[src/rtl/narrow_pkg.sv]
// rtl/narrow_pkg.sv - shared widths, limits and types for the 20->19 bit narrowing stage
package narrow_pkg;

    localparam int IN_W       = 20;
    localparam int OUT_W      = 19;
    localparam int MODE_SAT   = 0;
    localparam int MODE_HALVE = 1;

    localparam logic [OUT_W-1:0] MAX_OUT = 19'h7FFFF;

    // One buffered result: clamp flag travels with the narrowed value
    typedef struct packed {
        logic             sat;
        logic [OUT_W-1:0] data;
    } narrow_word_t;

endpackage

[src/rtl/skid_buf2.sv]
// rtl/skid_buf2.sv - 2-entry valid/ready FIFO with registered full flag
module skid_buf2 #(
    parameter int W = 20
) (
    input  logic         clk,
    input  logic         rst_n,
    input  logic         in_valid,
    output logic         in_ready,
    input  logic [W-1:0] in_data,
    output logic         out_valid,
    input  logic         out_ready,
    output logic [W-1:0] out_data
);

    logic [W-1:0] r_head;
    logic [W-1:0] r_tail;
    logic [1:0]   r_cnt;
    logic         r_full;

    logic         w_push;
    logic         w_pop;
    logic [1:0]   w_cnt_nxt;

    // in_ready depends only on the registered full flag, never on out_ready
    assign in_ready  = !r_full;
    assign out_valid = (r_cnt != 2'd0);
    assign out_data  = r_head;

    assign w_push = in_valid && !r_full;
    assign w_pop  = (r_cnt != 2'd0) && out_ready;

    // Occupancy after this edge's push/pop
    always_comb begin
        w_cnt_nxt = r_cnt;
        if (w_push && !w_pop) begin
            w_cnt_nxt = r_cnt + 2'd1;
        end else if (w_pop && !w_push) begin
            w_cnt_nxt = r_cnt - 2'd1;
        end
    end

    // Storage update: head is always the oldest word; head holds while stalled
    always_ff @(posedge clk or negedge rst_n) begin
        if (!rst_n) begin
            r_head <= '0;
            r_tail <= '0;
            r_cnt  <= 2'd0;
            r_full <= 1'b0;
        end else begin
            r_cnt  <= w_cnt_nxt;
            r_full <= (w_cnt_nxt == 2'd2);
            if (w_pop) begin
                if (r_cnt == 2'd2) begin
                    r_head <= r_tail;
                end else if (w_push) begin
                    r_head <= in_data;
                end
            end else if (w_push) begin
                if (r_cnt == 2'd0) begin
                    r_head <= in_data;
                end else begin
                    r_tail <= in_data;
                end
            end
        end
    end

endmodule

[src/rtl/narrow20_19.sv]
// rtl/narrow20_19.sv - narrows 20-bit adder sums to 19 bits by saturation or rounded halving
module narrow20_19
    import narrow_pkg::*;
#(
    parameter int MODE  = 0,
    parameter int CNT_W = 16
) (
    input  logic             clk,
    input  logic             rst_n,
    input  logic             in_valid,
    output logic             in_ready,
    input  logic [0:IN_W-1]  in_data,
    output logic             out_valid,
    input  logic             out_ready,
    output logic [0:OUT_W-1] out_data,
    output logic             out_sat,
    input  logic             clr_count,
    output logic [CNT_W-1:0] sat_count
);

    logic [IN_W:0]  w_sum;
    logic [IN_W:0]  w_half;
    narrow_word_t   w_word;
    narrow_word_t   w_head;
    logic           w_in_fire;
    logic [CNT_W-1:0] r_sat_count;

    // Round-half-up halving needs one extra bit so 20'hFFFFF + 1 does not wrap
    assign w_sum  = {1'b0, in_data} + 21'd1;
    assign w_half = w_sum >> 1;

    // Narrowing rule selected by MODE; only 20'hFFFFF overflows in halving mode
    always_comb begin
        w_word = '0;
        if (MODE == MODE_HALVE) begin
            if (w_half > {2'b00, MAX_OUT}) begin
                w_word.sat  = 1'b1;
                w_word.data = MAX_OUT;
            end else begin
                w_word.sat  = 1'b0;
                w_word.data = w_half[OUT_W-1:0];
            end
        end else begin
            if (in_data[0]) begin
                w_word.sat  = 1'b1;
                w_word.data = MAX_OUT;
            end else begin
                w_word.sat  = 1'b0;
                w_word.data = in_data[1:IN_W-1];
            end
        end
    end

    assign w_in_fire = in_valid && in_ready;

    skid_buf2 #(
        .W (OUT_W + 1)
    ) u_skid (
        .clk       (clk),
        .rst_n     (rst_n),
        .in_valid  (in_valid),
        .in_ready  (in_ready),
        .in_data   (w_word),
        .out_valid (out_valid),
        .out_ready (out_ready),
        .out_data  (w_head)
    );

    assign out_data  = w_head.data;
    assign out_sat   = w_head.sat;
    assign sat_count = r_sat_count;

    // Sticky saturation counter: clear has priority, count sticks at all-ones
    always_ff @(posedge clk or negedge rst_n) begin
        if (!rst_n) begin
            r_sat_count <= '0;
        end else if (clr_count) begin
            r_sat_count <= '0;
        end else if (w_in_fire && w_word.sat && (r_sat_count != {CNT_W{1'b1}})) begin
            r_sat_count <= r_sat_count + CNT_W'(1);
        end
    end

endmodule

[config.mk]
export PLATFORM = sky130hd
export DESIGN_NAME = narrow20_19
export DESIGN_NICKNAME = d
export VERILOG_FILES = /design/src/rtl/narrow_pkg.sv /design/src/rtl/skid_buf2.sv /design/src/rtl/narrow20_19.sv
export SDC_FILE = /design/constraint.sdc
export NUM_CORES = 1
export LEC_CHECK = 0
export CAP_MARGIN = 5
export CORE_MARGIN = 2
export CORE_UTILIZATION = 45
export DETAILED_ROUTE_END_ITERATION = 7
export PLACE_DENSITY = 0.76
export RECOVER_POWER = 100
export SLEW_MARGIN = 20
export SYNTH_ARGS = -nofsm -noshare
export SYNTH_HDL_FRONTEND = slang
export SYNTH_SLANG_ARGS = --single-unit
[constraint.sdc]
create_clock -name clk -period 1.5 [get_ports clk]
set_input_delay 0.3 -clock clk [delete_from_list [all_inputs] [get_ports clk]]
set_output_delay 0.3 -clock clk [all_outputs]
set_load 0.01 [all_outputs]
* Word-level counts from Yosys, hierarchy flattened
Index checks and enable logic that the tools add are counted.
** Word-level totals
- Flip-flop bits (word level) :: 59
- Input port bits :: 25
- Logic and storage cells :: 40
** Operators by class
- Eq/ne operators :: 3
- $add $sub $neg :: 3
- Mux-type cells :: 10
- Bitwise gates (word level) :: 2
- Reductions and logical operators :: 17
** Operators with widths (number)
- $mux 20 :: 6
- $mux 16 :: 2
- $add 16x1->16 const B :: 1
- $ne 16x16->1 const B :: 1
- $reduce_bool 2->1 :: 5
- $logic_and 1x1->1 :: 6
- $reduce_and 3->1 :: 2
- $eq 2x2->1 const B :: 2
- $mux 2 :: 2
- $logic_not 1->1 :: 3
- $add 2x1->2 const B :: 1
- $logic_not 2->1 :: 1
- $not 1->1 :: 2
- $sub 2x1->2 const B :: 1

* Depth between registers and ports, before layout
Gate-level depths: netlist (run 1).
- Word-level depth :: 7
- Depth in mapped cells :: 9

* Modules after synthesis
A second synthesis (run 1) with hierarchy kept.
** Second synthesis, totals
- Cells, all modules :: 300
- Area total of the unflattened synthesis :: 3234.4 µm²
** By module, submodules not included
- skid_buf2 :: instances 1, cells each 175, area an instance 2090.8 µm²
- narrow20_19 :: instances 1, cells each 125, area an instance 1143.6 µm²

* Worst setup path before layout (run 1)
No wires, ideal clock.
- Path kind :: reg2reg
- From :: register r_sat_count[0] (netlist: sat_count[0])
- To :: register r_sat_count[3] (netlist: sat_count[3])
- Setup slack :: -183 ps
- Arrival :: 1555 ps
- Required time :: 1372 ps
- Stages on the path, launching flop included :: 7
- Buffers on the path :: 0
- Setup time :: 128 ps
- Path through :: dfrtp_1 ha_1 nand4_1 nor4_2 or4b_1 xor2_1 nor2_1
** On the way
- Word-level cells in the longest chain between the ends :: 3
- Elaborated cells between the ends (all ways) :: 6
** Ends and longest elaborated chain
- start: declaration :: line narrow20_19.sv:26 : logic [CNT_W-1:0] r_sat_count;
- start signal: assignment :: line narrow20_19.sv:80 : r_sat_count <= r_sat_count + CNT_W'(1);
- $add 16x1->16 / $ne 16x16->1 (equally long branches) :: line narrow20_19.sv:80, narrow20_19.sv:79
- $mux 16 / $logic_and 1x1->1 (equally long branches) :: line narrow20_19.sv:79 : end else if (w_in_fire && w_word.sat && (r_sat_count != {CNT_W{1'b1}})) begin
- $mux 16 / $reduce_bool 2->1 (equally long branches)
Parallel ways exist; a longest one is shown, timed or not. The select of a mux whose other input is x is not followed.
A chain may end at the register's enable or synchronous reset.

* Worst setup path after layout (run 1)
- From :: register r_sat_count[6] (netlist: sat_count[6])
- To :: register r_sat_count[14] (netlist: sat_count[14])
The elaborated chain is that of the path after synthesis.

==> results of run 1 <==
## placed cells by master (no fill, tap or decap), drive strengths merged, types with 2 or more instances in the layout
cell type,n
a21oi,21
a311oi,2
and3,2
buf,62
clkbuf,24
clkdlybuf4s15,3
clkdlybuf4s50,22
clkinvlp,2
dfrtp,59
dlygate4sd2,33
ha,3
inv,4
mux2,2
mux2i,2
nand2,48
nand2b,2
nand3,3
nand4,7
nor2,59
nor2b,4
nor3,2
nor4,5
o211ai,2
o21ai,41
xnor2,7
xor2,7
## power by group through the flow
stage                     combinational (mW)  sequential (mW)  clock, mW
final                                   3.22             2.61       1.51
after global routing                    3.44             2.66       1.59
after CTS                               2.18             2.48       1.51
after detailed placement                2.25             2.50          0
after global placement                  2.18             2.48          0
after floorplan                        0.985             2.60          0
## stage by stage
| stage | cells | util | setup TNS [ps] |
|---|---|---|---|
| 2_1_floorplan | 309 | - | -340 |
| 3_3_place_gp | 473 | 0.642 | -14060 |
| 3_5_place_dp | 473 | 0.642 | -15650 |
| 4_1_cts | 500 | 0.702 | -1650 |
| 5_1_grt | 515 | 0.784 | -6700 |
| 6_report | 515 | 0.784 | -4470 |
## sequential cells by signal (all words and copies together) (netlist names)
name	cells
u_skid.out_data	20
sat_count	16
u_skid.r_full	1
u_skid.r_tail	20
u_skid.r_cnt	2
## kinds of logic (layout without fill, tap and decap cells)
| group | Yosys count | in the layout | synth area share |
|---|---|---|---|
| xor gates and xnor gates | 14 | 14 | 0.0443 |
| DFF | 59 | 59 | 0.534 |
| muxes | 4 | 4 | 0.0154 |
| buffers and inverters | 22 | 153 | 0.0344 |
| AOI/OAI and AO/OA | 70 | 70 | 0.137 |
| and+or+nand+nor | 137 | 137 | 0.221 |
| adders and majority gates | 3 | 3 | 0.0136 |
## routing by layer
metal / GRT usage / vias up
met1: 0.299 / 1435
met3: 0.0467 / 45
met4: 0.115 / 0
met5: 0 / -
li1: - / 1296
met2: 0.368 / 166
## final timing paths
check | end | slack, ps | startpoint
setup / recovery | sat_count[14] | -330 | sat_count[6]
hold / removal | u_skid.out_data[1] | 490 | u_skid.out_data[1]
setup reg to reg | sat_count[14] | -330 | sat_count[6]
hold reg to reg | u_skid.out_data[1] | 490 | u_skid.out_data[1]
max in group asynchronous | sat_count[0] | 240 | rst_n
min in group asynchronous | sat_count[7] | 700 | rst_n
## cell type report
type,count,area [sq um],share of cell area
Clock buffer,11,151,0.0326
Clock inverter,4,50.0,0.0108
Inverter,4,17.5,0.00378
Multi-Input combinational cell,228,1560,0.336
Sequential cell,59,1480,0.319
Tap cell,75,93.8,0.0202
Timing Repair Buffer,134,1290,0.278
## critical path: stages, from the launching register on
cell     delay, ps
dfrtp_1        380
buf_6          110
buf_4          110
nand2_2         80
nor2_1         370
a31oi_1        190
nand4_1        140
mux2_1         320
## what timing repair did
item,4_1_cts,5_1_grt
setup endpoints to repair,69,56
hold buffers,1,0
gates cloned,1,8
setup buffers,11,7
resized for setup,73,104
pin swaps,10,42
endpoints found under the hold margin,59,0
==> metrics, run 1 <==
DRC Markers=0; Pre-antenna DRT Iters=5; clock latency on the worst-skew pair=340 ps; Worst Path Class, Setup=reg2reg; max-cap viol count=0; fill count=about 340; register area share after synthesis=0.534; first-pass GRT wire length=between 10 and 15 mm; Hold Violations, Final=0; antenna viol nets, final=0; Yosys top cell by area=dfrtp_1; syn avg cell area=~9 sq um; worst hold-check path type=reg2reg; Routability Congestion=around 0.89; relative slew slack=0.463; die height=a little over 80 um; Remaining Overflow, GRT=0; Tightest Pin Transition=approximately 800 ps; root buffer cell=clkbuf_8; most frequent cells after synthesis=59 x dfrtp_1, 59 x nor2_1, 48 x nand2_1; I/O Buffers=62; initial antenna violation count=0; top layer in use=met4; Design Power=between 7 and 8 mW; # setup viols final=54; Syn Inst Count=roughly 310; Via-to-Cell Ratio=between 5 and 6; pwr/cell area=approximately 1600 mW/mm^2; via count=between 2000 and 3000; Sw Ratio=0.368; post-route clock skew=about 13 ps; Net Count, Synth=around 340; met2 WL=4.80 mm; CTS tree=built; RSZ-0062 raised after global routing=yes; Area after DPL=~0.0038 sq mm; Hold Slack=485 ps; layout cell share with drive strength beyond 1=0.357; area delta synth->final=67.8%; post-layout min period=~1800 ps; CP arrival=between 2000 and 2500 ps; Die ar.=a little under 0.007 sq mm; diode count=0; NetSw=around 2.7 mW; number of core rows=28; Critical Path RT=~1700 ps; post-synthesis cell area=about 0.0028 sq mm; Detailed Place HPWL=4.60 mm; Max Transition Viols Final=0; crit end category=register; drt initial violations=around 290; drt wl/cell=19.0 um; Clock Sinks=a little under 60; clock-pin slew on the worst setup and hold paths=~80 ps; top_reg_cell synth=dfrtp_1; I/O pin count=63; largest cells by area after synthesis=dfrtp_1 53%, nor2_1 8.0%, nand2_1 6.5%; standby leakage power=roughly 2.1 nW; Yosys cell types=36; Yosys warning count=0; vias in the first global route=2489; Sequential Power Share=0.356; total CTS buffers=9; worst-case clock buffer depth=2; CP max FO=4; Worst VDD drop=approximately 1.2 mV; Logic pwr share=0.439; startpoint types=register; starting density of the core=0.467; core area=roughly 0.006 sq mm; final critical-path share of the clock period=1.22; nets@finish=approximately 460; number of flops mapped to enable cells by yosys=0; largest net degree at the start of global routing=60; ys async rst share=1.00; wire length on met1=slightly below 4 mm; Tot GR Track Use=0.231; final WL=9.77 mm; status=finished, violations left; flops & latches, synth=between 50 and 60; H-tree level count=3; Die Wd=about 80 um; Final WS setup=-333 ps; Fmax achieved=0.545 GHz; post-layout instance area=0.00464 sq mm; WHS Path Cells=2; cell-internal power=approximately 4.6 mW; failing checks=setup timing; top cell type's share of synthesized area=0.534; clock share of power=0.206; Worst Reg2Reg Path Length in Cells=7; metal3 WL=681 um; Setup WS pre-CTS=-430 ps
(Power assumes the default switching activity.)
==> run 2: changes to the inputs <==
--- a/config.mk
+++ b/config.mk
@@ -9,7 +9,7 @@
 export CORE_MARGIN = 2
 export CORE_UTILIZATION = 45
 export DETAILED_ROUTE_END_ITERATION = 7
-export PLACE_DENSITY = 0.76
+export PLACE_DENSITY = 0.73
 export RECOVER_POWER = 100
 export SLEW_MARGIN = 20
 export SYNTH_ARGS = -nofsm -noshare
==> constraint.sdc (replaced) <==
create_clock -name clk -period 2.3 [get_ports clk]
set_input_delay 0.46 -clock clk [delete_from_list [all_inputs] [get_ports clk]]
set_output_delay 0.46 -clock clk [all_outputs]
set_load 0.01 [all_outputs]
==> metrics, run 2 (synthesis results as in run 1) <==
post-route clock skew=12.5 ps (-0.414 ps); number of core rows=28 (unchanged); core area=0.00592 sq mm (unchanged); area delta synth->final=32.6%; Via-to-Cell Ratio=5.18 (-9.4%); Critical Path RT=2560 ps (+830 ps); diode count=0 (unchanged); CP max FO=8 (+4); final WL=6.01 mm (-39%); Remaining Overflow, GRT=0 (unchanged); starting density of the core=0.467 (unchanged); most frequent cells in the layout=59 x nor2_1, 59 x dfrtp_1, 48 x nand2_1; Clock Sinks=59 (unchanged); Final Non-Filler Cells=451 (-12%); CP arrival=2410 ps (+350 ps); Detailed Place HPWL=4.09 mm (-11%); Tot GR Track Use=0.200 (-0.0308); Hold Violations, Final=0 (unchanged); Worst Path Class, Setup=in2reg; standby leakage power=1.57 nW (-26%); H-tree level count=3 (unchanged); max-cap viol count=0 (unchanged); Setup WS pre-CTS=120 ps (+551 ps); layout cell share with drive strength beyond 1=0.0638 (-0.293); status=complete, no violations; I/O pin count=63 (unchanged); Pre-antenna DRT Iters=4 (-1); Post-CTS Hold Fix Bufs=0 (-1); register area=0.00148 sq mm (-0.17%); vias in the first global route=2172 (-13%); Max Transition Viols Final=0 (unchanged); worst-case clock buffer depth=2 (unchanged); clock-pin slew on the worst setup and hold paths=70 ps (about the same); CTS tree=built; crit end category=register; clock latency on the worst-skew pair=340 ps (about the same); RSZ-0062 raised after global routing=no; Setup Buffers After CTS=0 (-11); antenna viol nets, final=0 (unchanged); Final WS setup=158 ps (+491 ps); total CTS buffers=9 (unchanged); Tightest Pin Transition=1420 ps (+619 ps); Fmax achieved=approximately 0.47 GHz; Routability Congestion=0.913 (+2.1%); worst hold-check path type=reg2reg; post-layout min period=~2100 ps; relative slew slack=0.0503 (-0.413); Die Wd=82.4 um (unchanged); initial antenna violation count=0 (unchanged); final critical-path share of the clock period=0.931; Die ar.=0.00679 sq mm (unchanged); root buffer cell=clkbuf_8; fin util=0.619 (-0.164); # setup viols final=0 (-100%); CTS-repair resized insts=0 (-100%); via count=2335 (-21%); combined area of the multi-input logic cells=0.00118 sq mm (-24%); startpoint types=input pin; largest net degree at the start of global routing=60 (unchanged); die height=82.4 um (unchanged); first-pass GRT wire length=10.0 mm (-15%); Placed Cells=435 (-8.0%); drt initial violations=97 (-66%); Final TNS setup=0 ps (+4470 ps); Worst VDD drop=0.723 mV (-40%); nets@finish=399 (-14%); fill count=530 (+54%); drt wl/cell=13.3 um (-30%); pwr/cell area=1080 mW/mm^2 (-31%); I/O Buffers=62 (unchanged); DRC Markers=0 (unchanged)
[run 2: worst max-delay path, stage by stage]
cell and delay [ps]:
dlygate4sd3_1 580, nand3b_1 260, nor4_1 600, o2111ai_2 220
xor2_1 170, nor2_1 110
[run 2: path summary, 6_finish.rpt]
kind                                startpoint                   to  slack, ps  cells after the start
min in group asynchronous                rst_n        u_skid.r_full        540                      2
setup reg to reg                  sat_count[0]         sat_count[3]        280                      6
max in group asynchronous                rst_n         sat_count[3]        890                      2
hold / removal             u_skid.out_data[19]  u_skid.out_data[19]        470                      2
setup / recovery                      in_valid         sat_count[9]        160                      6
hold reg to reg            u_skid.out_data[19]  u_skid.out_data[19]        470                      2
[run 2: power breakdown]
part,internal (mW),leakage (nW),switching (mW)
Clock,0.750,0.117,0.401
Combinational,0.573,0.754,0.626
Sequential,1.42,0.699,0.203
[run 2: cell type report]
class | instances | area share
repair buffers | 69 | 0.179
inverters | 4 | 0.00410
clock inverters | 4 | 0.0266
flip-flops and latches | 59 | 0.403
well taps | 75 | 0.0256
clock buffers | 12 | 0.0396
multi-input cells | 228 | 0.322
[run 2: metal layers]
layer,global-route usage,routed length [um],up-vias,share of wire
li1,-,-,1164,-
met1,0.251,2580,1075,0.43
met2,0.315,2930,86,0.49
met3,0.0696,411,10,0.068
met4,0.0833,84,0,0.014
met5,0,0,-,0
[run 2: stage by stage]
| stage | power (mW) | area (sq um) | hold WS, ps |
|---|---|---|---|
| floorplan | 2.32 | 2770 | 164 |
| global placement | 2.92 | 3470 | 467 |
| detailed placement | 2.96 | 3470 | 473 |
| CTS | 4.13 | 3710 | 130 |
| global route | 4.27 | 3670 | 517 |
| finish | 3.97 | 3670 | 473 |
